## config.mk

```make
export PLATFORM = sky130hd
export DESIGN_NAME = mips_mem_sequencer_flat
export DESIGN_NICKNAME = d
export VERILOG_FILES = /design/src/rtl/mips_mem_sequencer_pkg.sv /design/src/rtl/mips_mem_sequencer_if.sv /design/src/rtl/mips_mem_sequencer_mem_wait_timer.sv /design/src/rtl/mips_mem_sequencer.sv /design/src/flat_wrapper.sv
export SDC_FILE = /design/constraint.sdc
export NUM_CORES = 1
export LEC_CHECK = 0
export BUFFER_PORTS_ARGS = -buffer_cell sky130_fd_sc_hd__buf_2
export CAP_MARGIN = 20
export CORE_AREA = 3 3 42 44
export DETAILED_ROUTE_END_ITERATION = 7
export DIE_AREA = 0 0 45 47
export PLACE_DENSITY = 0.76
export SYNTH_ARGS = -nofsm -noshare
export SYNTH_HDL_FRONTEND = slang
export SYNTH_SLANG_ARGS = --single-unit
```

## constraint.sdc

```tcl
create_clock -name clock -period 1.74 [get_ports clock]
set_clock_uncertainty 0.15 [all_clocks]
set_input_delay 0.174 -clock clock [delete_from_list [all_inputs] [get_ports clock]]
set_output_delay 0.174 -clock clock [all_outputs]
set_load 0.01 [all_outputs]
```

## src/rtl/mips_mem_sequencer_pkg.sv

```systemverilog
// ---------------------------------------------------------------------------
// mips_mem_sequencer_pkg
// Shared types for the multi-cycle MIPS memory sequencer.
// Contents:
//   state_t   - FSM state encoding. The value is also exported on the debug
//               state port. Code 6 is unused.
//   needs_mem - true when the decoded instruction needs a data-memory pass.
// ---------------------------------------------------------------------------
package mips_mem_sequencer_pkg;

  typedef enum logic [2:0] {
    ST_FETCH  = 3'd0,
    ST_DECODE = 3'd1,
    ST_EXEC   = 3'd2,
    ST_MEM    = 3'd3,
    ST_ADDM   = 3'd4,
    ST_WB     = 3'd5,
    ST_HALT   = 3'd7
  } state_t;

  // Loads, stores and addm all need the MEM state. Every other instruction
  // retires straight out of EXEC.
  function automatic logic needs_mem(input logic mem_read, input logic word_we,
                                     input logic byte_we, input logic addm);
    return mem_read | word_we | byte_we | addm;
  endfunction

endpackage

```

## src/rtl/mips_mem_sequencer_if.sv

```systemverilog
// ---------------------------------------------------------------------------
// mips_mem_sequencer_if
// Request/ready handshake to the single-ported memory.
//   mem_req      - request, held until mem_ready is seen
//   mem_addr_sel - 0 = PC, 1 = ALU result
//   mem_write    - request is a write
//   mem_byte     - byte-sized access
//   mem_ready    - the transfer completes on this rising edge
// Modports:
//   master - the sequencer side
//   slave  - the memory side
// ---------------------------------------------------------------------------
interface mips_mem_sequencer_if;
  logic mem_req;
  logic mem_addr_sel;
  logic mem_write;
  logic mem_byte;
  logic mem_ready;

  modport master (output mem_req, output mem_addr_sel, output mem_write,
                  output mem_byte, input mem_ready);
  modport slave  (input mem_req, input mem_addr_sel, input mem_write,
                  input mem_byte, output mem_ready);
endinterface

```

## src/rtl/mips_mem_sequencer_mem_wait_timer.sv

```systemverilog
// ---------------------------------------------------------------------------
// mem_wait_timer
// Counts the mem_ready-low cycles of the outstanding memory request.
// Ports:
//   clock   - rising-edge clock
//   reset   - asynchronous active-low reset
//   clr     - clear the count; takes priority over inc
//   inc     - count one wait cycle
//   timeout - the count has reached TIMEOUT. This output is never asserted
//             when TIMEOUT = 0.
// ---------------------------------------------------------------------------
module mem_wait_timer #(
  parameter int TIMEOUT = 15,
  parameter int CNT_W   = 4
) (
  input  logic clock,
  input  logic reset,
  input  logic clr,
  input  logic inc,
  output logic timeout
);

  localparam logic [CNT_W-1:0] LIMIT   = CNT_W'(TIMEOUT);
  localparam logic [CNT_W-1:0] CNT_MAX = {CNT_W{1'b1}};
  localparam logic [CNT_W-1:0] CNT_ONE = CNT_W'(1);

  logic [CNT_W-1:0] cnt_reg;

  // The count saturates so that a disabled timeout cannot wrap the counter.
  always_ff @(posedge clock or negedge reset) begin
    if (!reset) begin
      cnt_reg <= '0;
    end else if (clr) begin
      cnt_reg <= '0;
    end else if (inc && (cnt_reg != CNT_MAX)) begin
      cnt_reg <= cnt_reg + CNT_ONE;
    end
  end

  assign timeout = (TIMEOUT != 0) && (cnt_reg >= LIMIT);

endmodule

```

## src/rtl/mips_mem_sequencer.sv

```systemverilog
// ---------------------------------------------------------------------------
// mips_mem_sequencer
// Multi-cycle control FSM for the MIPS datapath. Instruction fetch and data
// access share one memory port.
// Ports:
//   clock, reset (async, active-low)
//   mem_read, word_we, byte_we, byte_load, addm, writeenable, except
//       - instruction class from the decoder
//   bus         - memory handshake (master modport)
//   ir_we       - write enable for the IR
//   mdr_we      - write enable for the MDR
//   pc_we       - write enable for the PC
//   rf_we       - write enable for the register file
//   alu_src_mdr - ALU operand 2 = MDR (second pass of addm)
//   halted      - sticky halt
//   bus_err     - sticky; the halt came from a bus timeout
//   state       - current state, for debug
// ---------------------------------------------------------------------------
module mips_mem_sequencer
  import mips_mem_sequencer_pkg::*;
#(
  parameter int TIMEOUT = 15,
  parameter int CNT_W   = 4
) (
  input  logic                        clock,
  input  logic                        reset,
  input  logic                        mem_read,
  input  logic                        word_we,
  input  logic                        byte_we,
  input  logic                        byte_load,
  input  logic                        addm,
  input  logic                        writeenable,
  input  logic                        except,
  mips_mem_sequencer_if.master        bus,
  output logic                        ir_we,
  output logic                        mdr_we,
  output logic                        pc_we,
  output logic                        rf_we,
  output logic                        alu_src_mdr,
  output logic                        halted,
  output logic                        bus_err,
  output logic [2:0]                  state
);

  state_t state_reg;
  logic   halted_reg;
  logic   bus_err_reg;
  logic   timeout;
  logic   mem_op;
  logic   is_store;
  logic   in_fetch;
  logic   in_mem;

  assign mem_op   = needs_mem(mem_read, word_we, byte_we, addm);
  assign is_store = word_we | byte_we;
  assign in_fetch = (state_reg == ST_FETCH);
  assign in_mem   = (state_reg == ST_MEM);

  // While no request is outstanding, and on every completion, the counter is
  // cleared. So each FETCH or MEM request starts counting from zero.
  mem_wait_timer #(
    .TIMEOUT (TIMEOUT),
    .CNT_W   (CNT_W)
  ) u_timer (
    .clock   (clock),
    .reset   (reset),
    .clr     (~bus.mem_req | bus.mem_ready),
    .inc     (bus.mem_req & ~bus.mem_ready),
    .timeout (timeout)
  );

  // In FETCH and MEM, mem_ready is tested before the timeout, so a transfer
  // that completes on the last allowed cycle is not reported as an error.
  always_ff @(posedge clock or negedge reset) begin
    if (!reset) begin
      state_reg   <= ST_FETCH;
      halted_reg  <= 1'b0;
      bus_err_reg <= 1'b0;
    end else begin
      case (state_reg)
        ST_FETCH: begin
          if (bus.mem_ready) begin
            state_reg <= ST_DECODE;
          end else if (timeout) begin
            state_reg   <= ST_HALT;
            halted_reg  <= 1'b1;
            bus_err_reg <= 1'b1;
          end
        end
        ST_DECODE: begin
          if (except) begin
            state_reg  <= ST_HALT;
            halted_reg <= 1'b1;
          end else begin
            state_reg <= ST_EXEC;
          end
        end
        ST_EXEC: state_reg <= mem_op ? ST_MEM : ST_FETCH;
        ST_MEM: begin
          if (bus.mem_ready) begin
            if (is_store)  state_reg <= ST_FETCH;
            else if (addm) state_reg <= ST_ADDM;
            else           state_reg <= ST_WB;
          end else if (timeout) begin
            state_reg   <= ST_HALT;
            halted_reg  <= 1'b1;
            bus_err_reg <= 1'b1;
          end
        end
        ST_WB, ST_ADDM: state_reg <= ST_FETCH;
        ST_HALT: halted_reg <= 1'b1;
        default: begin
          state_reg  <= ST_HALT;
          halted_reg <= 1'b1;
        end
      endcase
    end
  end

  // The outputs are decoded from the state register. Each one is gated by
  // reset, so an asynchronous reset drops the request and every strobe at
  // once, even while the state register still reads FETCH.
  assign bus.mem_req      = reset & (in_fetch | in_mem);
  assign bus.mem_addr_sel = reset & in_mem;
  assign bus.mem_write    = reset & in_mem & is_store;
  assign bus.mem_byte     = reset & in_mem & (byte_we | byte_load);

  assign ir_we       = reset & in_fetch & bus.mem_ready;
  assign mdr_we      = reset & in_mem & bus.mem_ready & ~is_store;
  assign pc_we       = reset & (((state_reg == ST_EXEC) & ~mem_op) |
                                (in_mem & bus.mem_ready & is_store) |
                                (state_reg == ST_WB) | (state_reg == ST_ADDM));
  assign rf_we       = reset & (((state_reg == ST_EXEC) & ~mem_op & writeenable) |
                                (state_reg == ST_WB) | (state_reg == ST_ADDM));
  assign alu_src_mdr = reset & (state_reg == ST_ADDM);

  assign halted  = halted_reg;
  assign bus_err = bus_err_reg;
  assign state   = state_reg;

endmodule

```

## src/flat_wrapper.sv

```systemverilog
// flat-port wrapper written by rule: the top's interface ports become plain ports
module mips_mem_sequencer_flat import mips_mem_sequencer_pkg::*;
#(
  parameter int TIMEOUT = 15,
  parameter int CNT_W   = 4
)
  (clock, reset, mem_read, word_we, byte_we, byte_load, addm, writeenable, except, ir_we, mdr_we, pc_we, rf_we, alu_src_mdr, halted, bus_err, state, bus_mem_req, bus_mem_addr_sel, bus_mem_write, bus_mem_byte, bus_mem_ready);
  mips_mem_sequencer_if bus_i ();
  input  logic clock;
  input  logic reset;
  input  logic mem_read;
  input  logic word_we;
  input  logic byte_we;
  input  logic byte_load;
  input  logic addm;
  input  logic writeenable;
  input  logic except;
  output logic ir_we;
  output logic mdr_we;
  output logic pc_we;
  output logic rf_we;
  output logic alu_src_mdr;
  output logic halted;
  output logic bus_err;
  output logic [2:0] state;
  output wire logic [$bits(bus_i.mem_req)-1:0] bus_mem_req;
  output wire logic [$bits(bus_i.mem_addr_sel)-1:0] bus_mem_addr_sel;
  output wire logic [$bits(bus_i.mem_write)-1:0] bus_mem_write;
  output wire logic [$bits(bus_i.mem_byte)-1:0] bus_mem_byte;
  input wire logic [$bits(bus_i.mem_ready)-1:0] bus_mem_ready;
  assign bus_mem_req = bus_i.mem_req;
  assign bus_mem_addr_sel = bus_i.mem_addr_sel;
  assign bus_mem_write = bus_i.mem_write;
  assign bus_mem_byte = bus_i.mem_byte;
  assign bus_i.mem_ready = bus_mem_ready;
  mips_mem_sequencer #(.TIMEOUT(TIMEOUT), .CNT_W(CNT_W)) u_core (.clock(clock), .reset(reset), .mem_read(mem_read), .word_we(word_we), .byte_we(byte_we), .byte_load(byte_load), .addm(addm), .writeenable(writeenable), .except(except), .bus(bus_i), .ir_we(ir_we), .mdr_we(mdr_we), .pc_we(pc_we), .rf_we(rf_we), .alu_src_mdr(alu_src_mdr), .halted(halted), .bus_err(bus_err), .state(state));
endmodule
```

Yosys cells after proc, flatten, opt, wreduce, memory -nomap -nowiden --
Index checks and enable logic that the tools add are counted.
Word-level totals: output and inout bits 14, flip-flop bits (word level) 9, input bits 10
Cells by class: order comparisons 1, multiplexer cells 14, reduce and logical (&&, ||, !) cells 8, equal/unequal tests 10, bitwise operators 33, $add $sub $neg 1
Operator list (count):
- $pmux 3 s6 | 1
- $and 1x1->1 | 16
- $mux 3 | 5
- $or 1x1->1 | 12
- $eq 3x3->1 const B | 3
- $mux 4 | 2
- $eq 3x2->1 const B | 2
- $not 1->1 | 5
- $add 4x1->4 const B | 1
- $ge 4x4->1 const B | 1
- $mux 1 | 4
- $ne 2x2->1 const B | 2
- $ne 4x4->1 const B | 1
- $reduce_and 4->1 | 1
- $reduce_or 2->1 | 2
- $eq 3x1->1 const B | 1
- $logic_not 3->1 | 1
- $pmux 1 s3 | 1
- $reduce_and 3->1 | 1
- $reduce_or 3->1 | 1
- $mux 2 | 1
- $ne 2x1->1 const B | 1
- $reduce_bool 2->1 | 1
- $logic_and 1x1->1 | 1

Depth between registers and ports, before layout --
word-level depth 9, gate-level depth with buffers 4

By module --
A second synthesis with hierarchy kept.
Unflattened totals: cell total of the unflattened synthesis 77, area, all modules 661.9 um^2
By module, submodules not included:
- mips_mem_sequencer | cells each 57, area each 432.9 um^2, times used 1
- mem_wait_timer | cells each 20, area each 229.0 um^2, times used 1

Worst setup path before layout --
Ideal clock, no wire load.
path type register to output, start register u_core.state_reg[1], in the netlist u_core.state[1], end output port mdr_we, path buffers 1, setup slack 0.175 ns, cell stages (with the launch flop) 4, required time 1.416 ns, arrival 1.241 ns, cells stage by stage dfrtp_1 -> clkbuf_1 -> nand3_1 -> nor4_1
On the way: longest elaborated chain between the ends 4
Ends and longest elaborated chain:
- from (decl) | RTL line mips_mem_sequencer.sv:45 | state_t state_reg;
- from (signal assigned) | RTL line mips_mem_sequencer.sv:98 | ST_EXEC: state_reg <= mem_op ? ST_MEM : ST_FETCH;
- $eq 3x2->1 | RTL line mips_mem_sequencer.sv:57 | assign in_mem = (state_reg == ST_MEM);
- $and 1x1->1 (3 in a row) | RTL line mips_mem_sequencer.sv:129 | assign mdr_we = reset & in_mem & bus.mem_ready & ~is_store;
- to (decl) | RTL line flat_wrapper.sv:19 | output logic mdr_we;
Every way passes these cells.

Worst setup path after layout --
start register u_core.state_reg[1], in the netlist u_core.state[1], end output port bus_mem_write
On the way: longest elaborated chain between the ends 3
Ends and longest elaborated chain:
- $eq 3x2->1 | RTL line mips_mem_sequencer.sv:57
- $and 1x1->1 (2 in a row) | RTL line mips_mem_sequencer.sv:125 | assign bus.mem_write = reset & in_mem & is_store;
- to (decl) | RTL line flat_wrapper.sv:28 | output wire logic [$bits(bus_i.mem_write)-1:0] bus_mem_write;
Every way passes these cells.

==> results.ini <==
[logic_synthesis]
yosysUniqueCellTypes = 37
netlist_top_cells_area = dfrtp_1 (35%), nor2_1 (6.4%), inv_1 (4.1%), nand2b_1 (2.9%), nand3_1 (2.3%)
syn-instance-count = 75
syn_avg_cell_area_um2 = 8.54
yosysWarnings = 0
syn-num-nets = 86
syn-cell-area_um2 = 641
ys_ff_latch = 9
synth_top_area_share_pct = 35.2
yosysSeqAreaShare_pct = 35.2
synth_top_area_cell = dfrtp_1

[setup_path]
ff2ff_setup_slack_ns = 0.13
rr_startpoint = u_core.u_timer.cnt_reg[0]$_DFFE_PN0P_
cp_cell_sequence = inv_1 -> or3_4 -> nor2_1 -> buf_2
critPathMaxStageDelay_ns = 0.44
crit_buf_inv = 2
reg2reg_to = u_core.state[2]$_DFFE_PN0P_
cp-start-kind = flop
crit_family = simple AND/OR/NAND/NOR gates
r2r_cells = 4
required_ns = 1.42
crit_path_end_kind = primary output
path_class = flop to primary output
crit_fanout = 6
arrival_ns = 1.39
cp_slowest_cell = dfrtp_2

[global_route]
grt_start_max_net_pins = 14
track_usage_pct = 17.2
grt_pass1_vias = 627
grt_pass1_wl_um = 2650
grt.overflow.total = 0
antenna_found_initial = 0

[sta]
final_max_slew_viol_count = 0
rsz0062_at_grt = true
period_share_pct = 98.6
worst_pin_slew_ns = 0.436
fmax_mhz = 583
finalSetupViolCount = 0
finalHoldViolations = 0
min_period_ns = 1.72
layout_setup_ws_ns = 0.0235
whs_ns = 0.0691
max_slew_margin_pct = 70.8

[routing]
routedWlPerCell_um = 14.1
drt.antenna.violating_nets = 0
route.detailed.drc = 0
firstDrtPassIters = 4
drt-vias-per-instance = 5.43
vias = 711
first_iter_violations = 16
drt_wl_total_um = 1850

[final_layout]
layout_commonest_cell = buf_2
ff_latch_area_um2 = 228
num_antenna_cells = 0
layout-drive-gt1-share_pct = 46.1
final_cell_mix = buf_2 (23), buf_4 (13), nor2_1 (9)
fillers = 125
area_delta_synth_final_pct = 51.8
nets = 127
largest_reg_flops = 4
multi_input_area_um2 = 427

[clocking]
cts-buffers-inserted = 3
clock_sinks = 9
clkTransAtPathRegs_ns = 0.06
cts_root_buffer = clkbuf_4
clk-insertion-delay-late_ns = 0.26
cts.htree.levels = 1
cts_buffer_depth = 2
cts_tree = yes

[pwr]
power_leakage_nw = 0.476
p_per_area_nw_per_um2 = 1370
peakVddDrop_uv = 654

[outcome]
status = finished clean

[min_path]
hold_depth = 2
hold_class = input pin to flop
hold_start = bus_mem_ready
hold_end = u_core.bus_err$_DFFE_PN0P_

[floorplanning]
core_um2 = 1470
ios = 24
die_h_um = 47
initial_core_util_pct = 43.5
die_w_um = 45
num_rows = 14
die_area_um2 = 2120

[place]
place.gp.congestion = 0.796
numPortBuffers = 23
detailedPlace.worstSlack_ns = 0.0920
dp_hpwl_um = 1180

[job]
cap_violations = 0

==> metrics by stage <==
stage	total power [mW]	setup TNS (ns)	area (µm²)	std cells	utilization, %
global route	1.42	-0.194	972	131	66.1
finish	1.33	0	972	131	66.1
detailed placement	0.898	0	810	118	55.0
floorplan	0.684	0	641	75	-
CTS	1.17	0	897	127	61.0
global placement	0.894	0	810	118	55.0
==> cells in the mapped netlist, drive strengths merged <==
| master | n |
|---|---|
| o41ai | 1 |
| xor2 | 1 |
| nor2b | 1 |
| nand3 | 3 |
| a21oi | 2 |
| a31oi | 2 |
| nand2b | 3 |
| nor3 | 1 |
| ha | 1 |
| a211oi | 2 |
| clkbuf | 2 |
| a221oi | 1 |
| nor4 | 3 |
| and3 | 1 |
| xnor2 | 1 |
| or4 | 1 |
| nand2 | 1 |
| or3 | 2 |
| and4b | 1 |
| a22o | 1 |
| inv | 7 |
| nor3b | 2 |
| a211o | 1 |
| nor4b | 1 |
| buf | 1 |
| dfrtp | 9 |
| o211ai | 1 |
| o22ai | 2 |
| mux2i | 1 |
| nor2 | 11 |
| a2111oi | 1 |
| o21a | 1 |
| nand3b | 2 |
| o21bai | 1 |
| o21ai | 3 |
==> final cells by class <==
cell class	count	share of cell area [%]
repair buffers	39	25.2
flip-flops and latches	9	23.4
clock buffers	4	2.70
inverters	7	2.70
well taps	16	2.06
multi-input cells	56	43.9
==> report_power, final <==
group	internal (mW)	total, mW	switching, mW
combinational	0.427	0.860	0.433
clock	0.0885	0.164	0.0756
sequential	0.256	0.306	0.0503
total	0.772	1.33	0.558
==> cells by family after synthesis <==
| kind of cell | Yosys count | synth area share, % |
|---|---|---|
| multiplexers | 1 | 1.56 |
| buffers and inverters | 10 | 7.03 |
| AND/OR/NAND/NOR | 33 | 31.1 |
| AO/OA/AOI/OAI | 19 | 20.5 |
| flip-flops | 9 | 35.2 |
| adder cells (fa/ha/maj) | 1 | 1.95 |
| XOR/XNOR | 2 | 2.73 |
==> worst max-delay path by stage <==
stage,startpoint,endpoint,slack [ns],depth (start not counted)
finish,u_core.state[1]$_DFFE_PN0P_,bus_mem_write,0.02,4
global placement,word_we,rf_we,0.11,5
detailed placement,word_we,rf_we,0.09,5
global route,u_core.state[1]$_DFFE_PN0P_,bus_mem_byte,-0.06,4
CTS,u_core.state[1]$_DFFE_PN0P_,bus_mem_write,0.005,4
floorplan,u_core.state[1]$_DFFE_PN0P_,mdr_we,0.17,3
==> layer usage <==
| metal | vias to the layer above | global-route usage [%] | routed length (µm) |
|---|---|---|---|
| met1 | 324 | 20.5 | 759 |
| met4 | 0 | 7.02 | 0 |
| li1 | 360 | - | - |
| met3 | 0 | 3.45 | 138 |
| met2 | 27 | 30.2 | 950 |
| met5 | - | 0 | 0 |
==> timing repair <==
action | CTS | global route
hold buffers | 1 | 0
endpoints found under the setup margin | 5 | 6
pin swaps | 0 | 1
setup buffers | 4 | 4
gates resized for setup | 6 | 12
cloned | 0 | 0
endpoints found under the hold margin | 9 | 0
Power figures use the tool's default switching activity.
